--- src/rtl/ia_uart_frame_loader.sv ---
// ia_uart_frame_loader
// Input-assembly front end: receives 8N1 UART bytes on a single pin, waits for
// the sync header, then frames a fixed-length scene packet and presents every
// payload byte as a byte/index/strobe triple for the top-level register file.
// A single pc_ready pulse follows the write of the last payload byte; a
// frame_err pulse reports a packet aborted by a bad stop bit or a gap timeout.
module ia_uart_frame_loader #(
    parameter int          CLKS_PER_BIT = 217,
    parameter logic [7:0]  SYNC_BYTE    = 8'hA5,
    parameter int          NUM_BYTES    = 61,
    parameter int          TIMEOUT_CLKS = 65535
) (
    input  logic       clk,
    input  logic       reset,
    input  logic       rx,
    output logic [7:0] read_data,
    output logic [5:0] idx,
    output logic       update_reg,
    output logic       pc_ready,
    output logic       frame_err
);

    // Bit-period counter width: must hold CLKS_PER_BIT-1.
    localparam int CW = $clog2(CLKS_PER_BIT + 1);
    localparam logic [CW-1:0] HALF_M1  = CW'(CLKS_PER_BIT / 2 - 1);
    localparam logic [CW-1:0] FULL_M1  = CW'(CLKS_PER_BIT - 1);
    localparam logic [5:0]    LAST_IDX = 6'(NUM_BYTES - 1);
    localparam logic [15:0]   GAP_MAX  = 16'(TIMEOUT_CLKS);

    typedef enum logic [1:0] {
        BIT_IDLE  = 2'd0,
        BIT_START = 2'd1,
        BIT_DATA  = 2'd2,
        BIT_STOP  = 2'd3
    } bit_state_t;

    typedef enum logic [1:0] {
        FR_WAIT_SYNC = 2'd0,
        FR_PAYLOAD   = 2'd1,
        FR_DONE      = 2'd2
    } frame_state_t;

    // ------------------------------------------------------------------
    // Input synchronizer (line idles high, so the flops reset high too)
    // ------------------------------------------------------------------
    logic rx_meta_r;
    logic rxs_r;

    // Two-flop synchronizer bringing the asynchronous rx pin into clk.
    always_ff @(posedge clk) begin
        if (reset) begin
            rx_meta_r <= 1'b1;
            rxs_r     <= 1'b1;
        end else begin
            rx_meta_r <= rx;
            rxs_r     <= rx_meta_r;
        end
    end

    // ------------------------------------------------------------------
    // Bit FSM: start detection, mid-bit sampling, stop-bit check
    // ------------------------------------------------------------------
    bit_state_t     bit_state_r, bit_state_s;
    logic [CW-1:0]  clk_cnt_r,   clk_cnt_s;
    logic [2:0]     bit_cnt_r,   bit_cnt_s;
    logic [7:0]     shift_r,     shift_s;
    logic           byte_valid_r, byte_valid_s;
    logic           stop_err_r,   stop_err_s;

    // Bit FSM state and datapath registers.
    always_ff @(posedge clk) begin
        if (reset) begin
            bit_state_r  <= BIT_IDLE;
            clk_cnt_r    <= '0;
            bit_cnt_r    <= 3'd0;
            shift_r      <= 8'h00;
            byte_valid_r <= 1'b0;
            stop_err_r   <= 1'b0;
        end else begin
            bit_state_r  <= bit_state_s;
            clk_cnt_r    <= clk_cnt_s;
            bit_cnt_r    <= bit_cnt_s;
            shift_r      <= shift_s;
            byte_valid_r <= byte_valid_s;
            stop_err_r   <= stop_err_s;
        end
    end

    // Bit FSM next-state: half-bit qualify the start, then sample each bit centre.
    always_comb begin
        bit_state_s  = bit_state_r;
        clk_cnt_s    = clk_cnt_r;
        bit_cnt_s    = bit_cnt_r;
        shift_s      = shift_r;
        byte_valid_s = 1'b0;
        stop_err_s   = 1'b0;
        case (bit_state_r)
            BIT_IDLE: begin
                clk_cnt_s = '0;
                bit_cnt_s = 3'd0;
                if (!rxs_r) begin
                    bit_state_s = BIT_START;
                end else begin
                    bit_state_s = BIT_IDLE;
                end
            end
            BIT_START: begin
                if (clk_cnt_r == HALF_M1) begin
                    clk_cnt_s = '0;
                    // A line that is high again at mid-start was only a glitch.
                    if (!rxs_r) begin
                        bit_state_s = BIT_DATA;
                    end else begin
                        bit_state_s = BIT_IDLE;
                    end
                end else begin
                    clk_cnt_s = clk_cnt_r + CW'(1);
                end
            end
            BIT_DATA: begin
                if (clk_cnt_r == FULL_M1) begin
                    clk_cnt_s = '0;
                    shift_s   = {rxs_r, shift_r[7:1]};
                    if (bit_cnt_r == 3'd7) begin
                        bit_state_s = BIT_STOP;
                    end else begin
                        bit_cnt_s = bit_cnt_r + 3'd1;
                    end
                end else begin
                    clk_cnt_s = clk_cnt_r + CW'(1);
                end
            end
            BIT_STOP: begin
                if (clk_cnt_r == FULL_M1) begin
                    clk_cnt_s   = '0;
                    bit_state_s = BIT_IDLE;
                    if (rxs_r) begin
                        byte_valid_s = 1'b1;
                    end else begin
                        stop_err_s = 1'b1;
                    end
                end else begin
                    clk_cnt_s = clk_cnt_r + CW'(1);
                end
            end
            default: begin
                bit_state_s = BIT_IDLE;
                clk_cnt_s   = '0;
                bit_cnt_s   = 3'd0;
            end
        endcase
    end

    // ------------------------------------------------------------------
    // Frame FSM: sync hunt, payload indexing, completion / abort
    // ------------------------------------------------------------------
    frame_state_t frame_state_r, frame_state_s;
    logic [5:0]   cnt_r,         cnt_s;
    logic [15:0]  gap_r,         gap_s;
    logic [7:0]   read_data_r,   read_data_s;
    logic [5:0]   idx_r,         idx_s;
    logic         update_reg_r,  update_reg_s;
    logic         pc_ready_r,    pc_ready_s;
    logic         frame_err_r,   frame_err_s;

    // Frame FSM state, counters and registered outputs.
    always_ff @(posedge clk) begin
        if (reset) begin
            frame_state_r <= FR_WAIT_SYNC;
            cnt_r         <= 6'd0;
            gap_r         <= 16'd0;
            read_data_r   <= 8'h00;
            idx_r         <= 6'h3F;
            update_reg_r  <= 1'b0;
            pc_ready_r    <= 1'b0;
            frame_err_r   <= 1'b0;
        end else begin
            frame_state_r <= frame_state_s;
            cnt_r         <= cnt_s;
            gap_r         <= gap_s;
            read_data_r   <= read_data_s;
            idx_r         <= idx_s;
            update_reg_r  <= update_reg_s;
            pc_ready_r    <= pc_ready_s;
            frame_err_r   <= frame_err_s;
        end
    end

    // Frame FSM next-state; strobes default low so each lasts one cycle.
    always_comb begin
        frame_state_s = frame_state_r;
        cnt_s         = cnt_r;
        gap_s         = gap_r;
        read_data_s   = read_data_r;
        idx_s         = idx_r;
        update_reg_s  = 1'b0;
        pc_ready_s    = 1'b0;
        frame_err_s   = 1'b0;
        case (frame_state_r)
            FR_WAIT_SYNC: begin
                // Gap timer is idle outside a packet; stray bytes and
                // framing errors are dropped silently here.
                gap_s = 16'd0;
                if (byte_valid_r && (shift_r == SYNC_BYTE)) begin
                    frame_state_s = FR_PAYLOAD;
                    cnt_s         = 6'd0;
                end else begin
                    frame_state_s = FR_WAIT_SYNC;
                end
            end
            FR_PAYLOAD: begin
                if (byte_valid_r) begin
                    // Sync byte values are plain data inside a packet.
                    read_data_s  = shift_r;
                    idx_s        = cnt_r;
                    update_reg_s = 1'b1;
                    gap_s        = 16'd0;
                    if (cnt_r == LAST_IDX) begin
                        frame_state_s = FR_DONE;
                    end else begin
                        cnt_s = cnt_r + 6'd1;
                    end
                end else if (stop_err_r) begin
                    frame_err_s   = 1'b1;
                    frame_state_s = FR_WAIT_SYNC;
                end else if (gap_r >= GAP_MAX) begin
                    frame_err_s   = 1'b1;
                    frame_state_s = FR_WAIT_SYNC;
                end else begin
                    if (gap_r != 16'hFFFF) begin
                        gap_s = gap_r + 16'd1;
                    end else begin
                        gap_s = gap_r;
                    end
                end
            end
            FR_DONE: begin
                // DONE coincides with the final update_reg cycle, so the
                // registered pc_ready lands exactly one cycle after it.
                pc_ready_s    = 1'b1;
                frame_state_s = FR_WAIT_SYNC;
            end
            default: begin
                frame_state_s = FR_WAIT_SYNC;
                cnt_s         = 6'd0;
                gap_s         = 16'd0;
            end
        endcase
    end

    assign read_data  = read_data_r;
    assign idx        = idx_r;
    assign update_reg = update_reg_r;
    assign pc_ready   = pc_ready_r;
    assign frame_err  = frame_err_r;

endmodule

--- config.mk ---
export PLATFORM = sky130hd
export DESIGN_NAME = ia_uart_frame_loader
export DESIGN_NICKNAME = d
export VERILOG_FILES = /design/src/rtl/ia_uart_frame_loader.sv
export SDC_FILE = /design/constraint.sdc
export NUM_CORES = 1
export LEC_CHECK = 0
export ABC_AREA = 1
export BUFFER_PORTS_ARGS = -buffer_cell sky130_fd_sc_hd__buf_4
export CELL_PAD_IN_SITES_DETAIL_PLACEMENT = 0
export CELL_PAD_IN_SITES_GLOBAL_PLACEMENT = 1
export CORE_MARGIN = 2
export CORE_UTILIZATION = 40
export CTS_BUF_LIST = sky130_fd_sc_hd__clkbuf_16
export DETAILED_ROUTE_END_ITERATION = 10
export PLACE_DENSITY_LB_ADDON = 0.1
export RECOVER_POWER = 50
export SKIP_CTS_REPAIR_TIMING = 1
export SLEW_MARGIN = 25
export SYNTH_ARGS = -nofsm -noshare
export SYNTH_HDL_FRONTEND = slang
export SYNTH_SLANG_ARGS = --single-unit
export TNS_END_PERCENT = 100
--- constraint.sdc ---
create_clock -name clk -period 4.55 [get_ports clk]
set_input_delay 1.1375 -clock clk [delete_from_list [all_inputs] [get_ports clk]]
set_output_delay 1.1375 -clock clk [all_outputs]
set_load 0.02 [all_outputs]
==> flow_summary.yaml <==
synth:
  synth_common_cells: "nand2_1, nor2_1, dfxtp_1, inv_1, nand3_1"
  syn-cell-area_um2: 3203
  syn_inst: 469
  synthesis.nets: 479
  yosysMostFrequentCell: "nand2_1"
  synth_top_family_by_area: "simple AND/OR/NAND/NOR gates"
  synth_mux_area_share_pct: 0
  synth_fa_ha_area_share_pct: 2.734
  yosys.area.top_type: "dfxtp_1"
  avgSynthCellArea_um2: 6.830
  synth_edf_count: 0
  synth_compound_area_share_pct: 11.68
  yosys_warnings: 0
  synth_top_area_share_pct: 41.25
  async_reset_ff_share_pct: 0
  ys_ff_latch: 66
  synth_top_flop_cell: "dfxtp_1"
  ys_seq_area_share_pct: 41.25
  synth-xor-area-share_pct: 1.367
  yosys.area_share.simple_pct: 34.18
  synthTopCellsByArea: "dfxtp_1, nand2_1, nor2_1"
  synth_cell_types: 33
timing:
  fmax_mhz: 335.6
  finalCritPeriodShare_pct: 65.50
  rsz0062_at_grt: "false"
  slew_headroom_pct: 22.91
  finalHoldViolCount: 0
  tightestPinTransition_ns: 1.156
  final-max-slew-violation-count: 0
  finalSetupTns_ns: 0
  timing.hold.ws_ns: 0.4082
  finalSetupViolations: 0
  period_minus_slack_ns: 2.980
  skew_ns: 0.007252
placement:
  io_buffers: 19
  dpl.hpwl_um: 4966
  place_congestion: 0.8055
clocking:
  clockBufferDepth: 2
  cts_tree: "yes"
  clk_pin_slew_ns: 0.06
  cts-buffers-inserted: 9
  cts.htree.levels: 3
  cts_root_buf: "clkbuf_16"
  clk_latency_ns: 0.33
  clock_sink_count: 66
layout:
  antenna_cells: 0
  layout-drive-gt1-share_pct: 8.081
  final_nets: 500
  fin_util_pct: 46.96
  area_growth_pct: 13.28
  largest_reg_flops: 16
  max_flop_register: "gap_r"
die:
  fp.dieW_um: 93.49
  floorplan.initialDensity_pct: 41.45
  fp-row-count: 32
  die_area_um2: 8739
  design.core.area_um2: 7727
  io_pins: 20
  die_h_um: 93.49
critical_path:
  endpoint_kind: "flop"
  r2r-end: "frame_state_r[0]$_SDFFE_PP0P_"
  crit_slowest_cell: "clkbuf_1"
  cp_num_buf_inv: 3
  crit_family: "buffers and inverters"
  reg2regPathDepth: 8
  required_ns: 4.76
  cp_data_arrival_time_ns: 3.19
  r2r-start: "frame_state_r[0]$_SDFFE_PP0P_"
  path_class: "input pin to flop"
  max_stage_delay_ns: 0.83
  endpoint: "bit_state_r[0]$_SDFFE_PP0P_"
  startpoint: "reset"
  crit_chain: "clkbuf_1 > inv_1 > buf_4 > o31ai_1 > nor2_1"
  r2r_slack_ns: 2.69
  cp-start-kind: "input pin"
  crit_cells: 5
  crit_fanout: 25
drt:
  vias_per_cell: 4.786
  drt_iter0_markers: 143
  drt_wl_total_um: 7135
  drt-met1-wl_um: 3668
  routed-via-count: 2857
  wire_per_inst_um: 11.95
  dr_wl_met2_um: 3152
  dr.max_layer_used: "met4"
  drc_errors: 0
  ant_nets: 0
  route.met3.wl_um: 261
  drtPass1Iterations: 4
global_routing:
  grt_pass1_vias: 2712
  grt_max_degree: 26
  grt-ovfl-total: 0
  grt_usage_pct: 18.14
  grt_pass1_wl_um: 12730
  antenna_found_initial: 0
min_path:
  hp-class: "flop to flop"
pwr:
  power_density_nw_per_um2: 339.5
  p_leak_nw: 1.440
  irDropWorstVdd_v: 0.0001736
flow_run:
  drv_cap: 0
run_status:
  status: "complete, no violations"
cells by family after synthesis:
logic type / after synthesis
simple gates: 254
buf+inv: 71
compound gates: 66
flops: 66
xor+xnor: 5
fa+ha+maj: 7
cells in the final DEF (no fill, tap or decap), drive strengths merged:
| cell | n |
|---|---|
| or2 | 2 |
| nor2 | 87 |
| and2 | 1 |
| o31ai | 2 |
| o21ai | 31 |
| ha | 7 |
| xnor2 | 2 |
| xor2 | 3 |
| clkinvlp | 2 |
| a31oi | 2 |
| clkinv | 5 |
| inv | 61 |
| buf | 2 |
| clkbuf | 27 |
| nor3 | 8 |
| o211ai | 3 |
| nor3b | 1 |
| a21oi | 27 |
| o21bai | 1 |
| dfxtp | 66 |
| nand4 | 6 |
| nand3 | 34 |
| nand2 | 115 |
routing by layer:
layer  up-vias  track usage (%)
met4         0            3.309
met3         6            5.560
met2        44            28.00
met5         -                0
met1      1276            25.16
li1       1531                -
worst min-delay path by stage:
stage	start	to	slack [ns]	cells after the start
2_1_floorplan	rx_meta_r$_SDFF_PP1_	rxs_r$_SDFF_PP1_	0.39	1
3_3_place_gp	rx_meta_r$_SDFF_PP1_	rxs_r$_SDFF_PP1_	0.39	1
4_1_cts	rx_meta_r$_SDFF_PP1_	rxs_r$_SDFF_PP1_	0.41	1
5_1_grt	rx_meta_r$_SDFF_PP1_	rxs_r$_SDFF_PP1_	0.43	1
3_5_place_dp	rx_meta_r$_SDFF_PP1_	rxs_r$_SDFF_PP1_	0.39	1
6_report	rx_meta_r$_SDFF_PP1_	rxs_r$_SDFF_PP1_	0.41	1
cell type report:
class | count | area [um2]
Timing Repair Buffer | 20 | 82.58
Fill cell | 810 | 4099
Clock inverter | 7 | 46.29
Multi-Input combinational cell | 332 | 1597
Clock buffer | 9 | 225.2
Sequential cell | 66 | 1321
Inverter | 61 | 229.0
Tap cell | 102 | 127.6
metrics by stage:
| stage | setup WS [ns] | instance area, um2 | cells | power (W) |
|---|---|---|---|---|
| finish | 1.570 | 3628 | 597 | 0.001232 |
| global route | 1.270 | 3628 | 597 | 0.001281 |
| CTS | 2.301 | 3700 | 597 | 0.001252 |
| detailed placement | 1.962 | 3428 | 581 | 0.0006195 |
| global placement | 2.010 | 3428 | 581 | 0.0006190 |
| floorplan | 2.624 | 3203 | 469 | 0.0006131 |
worst register-to-register path: stages, from the launching register on:
cell	delay (ns)
dfxtp_1	0.33
inv_1	0.08
nor2_4	0.23
inv_2	0.14
nor2_2	0.41
inv_2	0.27
o211ai_1	0.24
nand2_1	0.07
inv_1	0.05
power breakdown:
group | total [W] | switching [W] | leakage [nW] | internal (W)
Sequential | 0.000584 | 0.00000251 | 0.532 | 0.000581
Clock | 0.000626 | 0.000259 | 0.133 | 0.000367
Combinational | 0.0000227 | 0.0000164 | 0.774 | 0.00000628
Total | 0.00123 | 0.000278 | 1.44 | 0.000954
No activity file was read; power rests on OpenSTA's default activity.
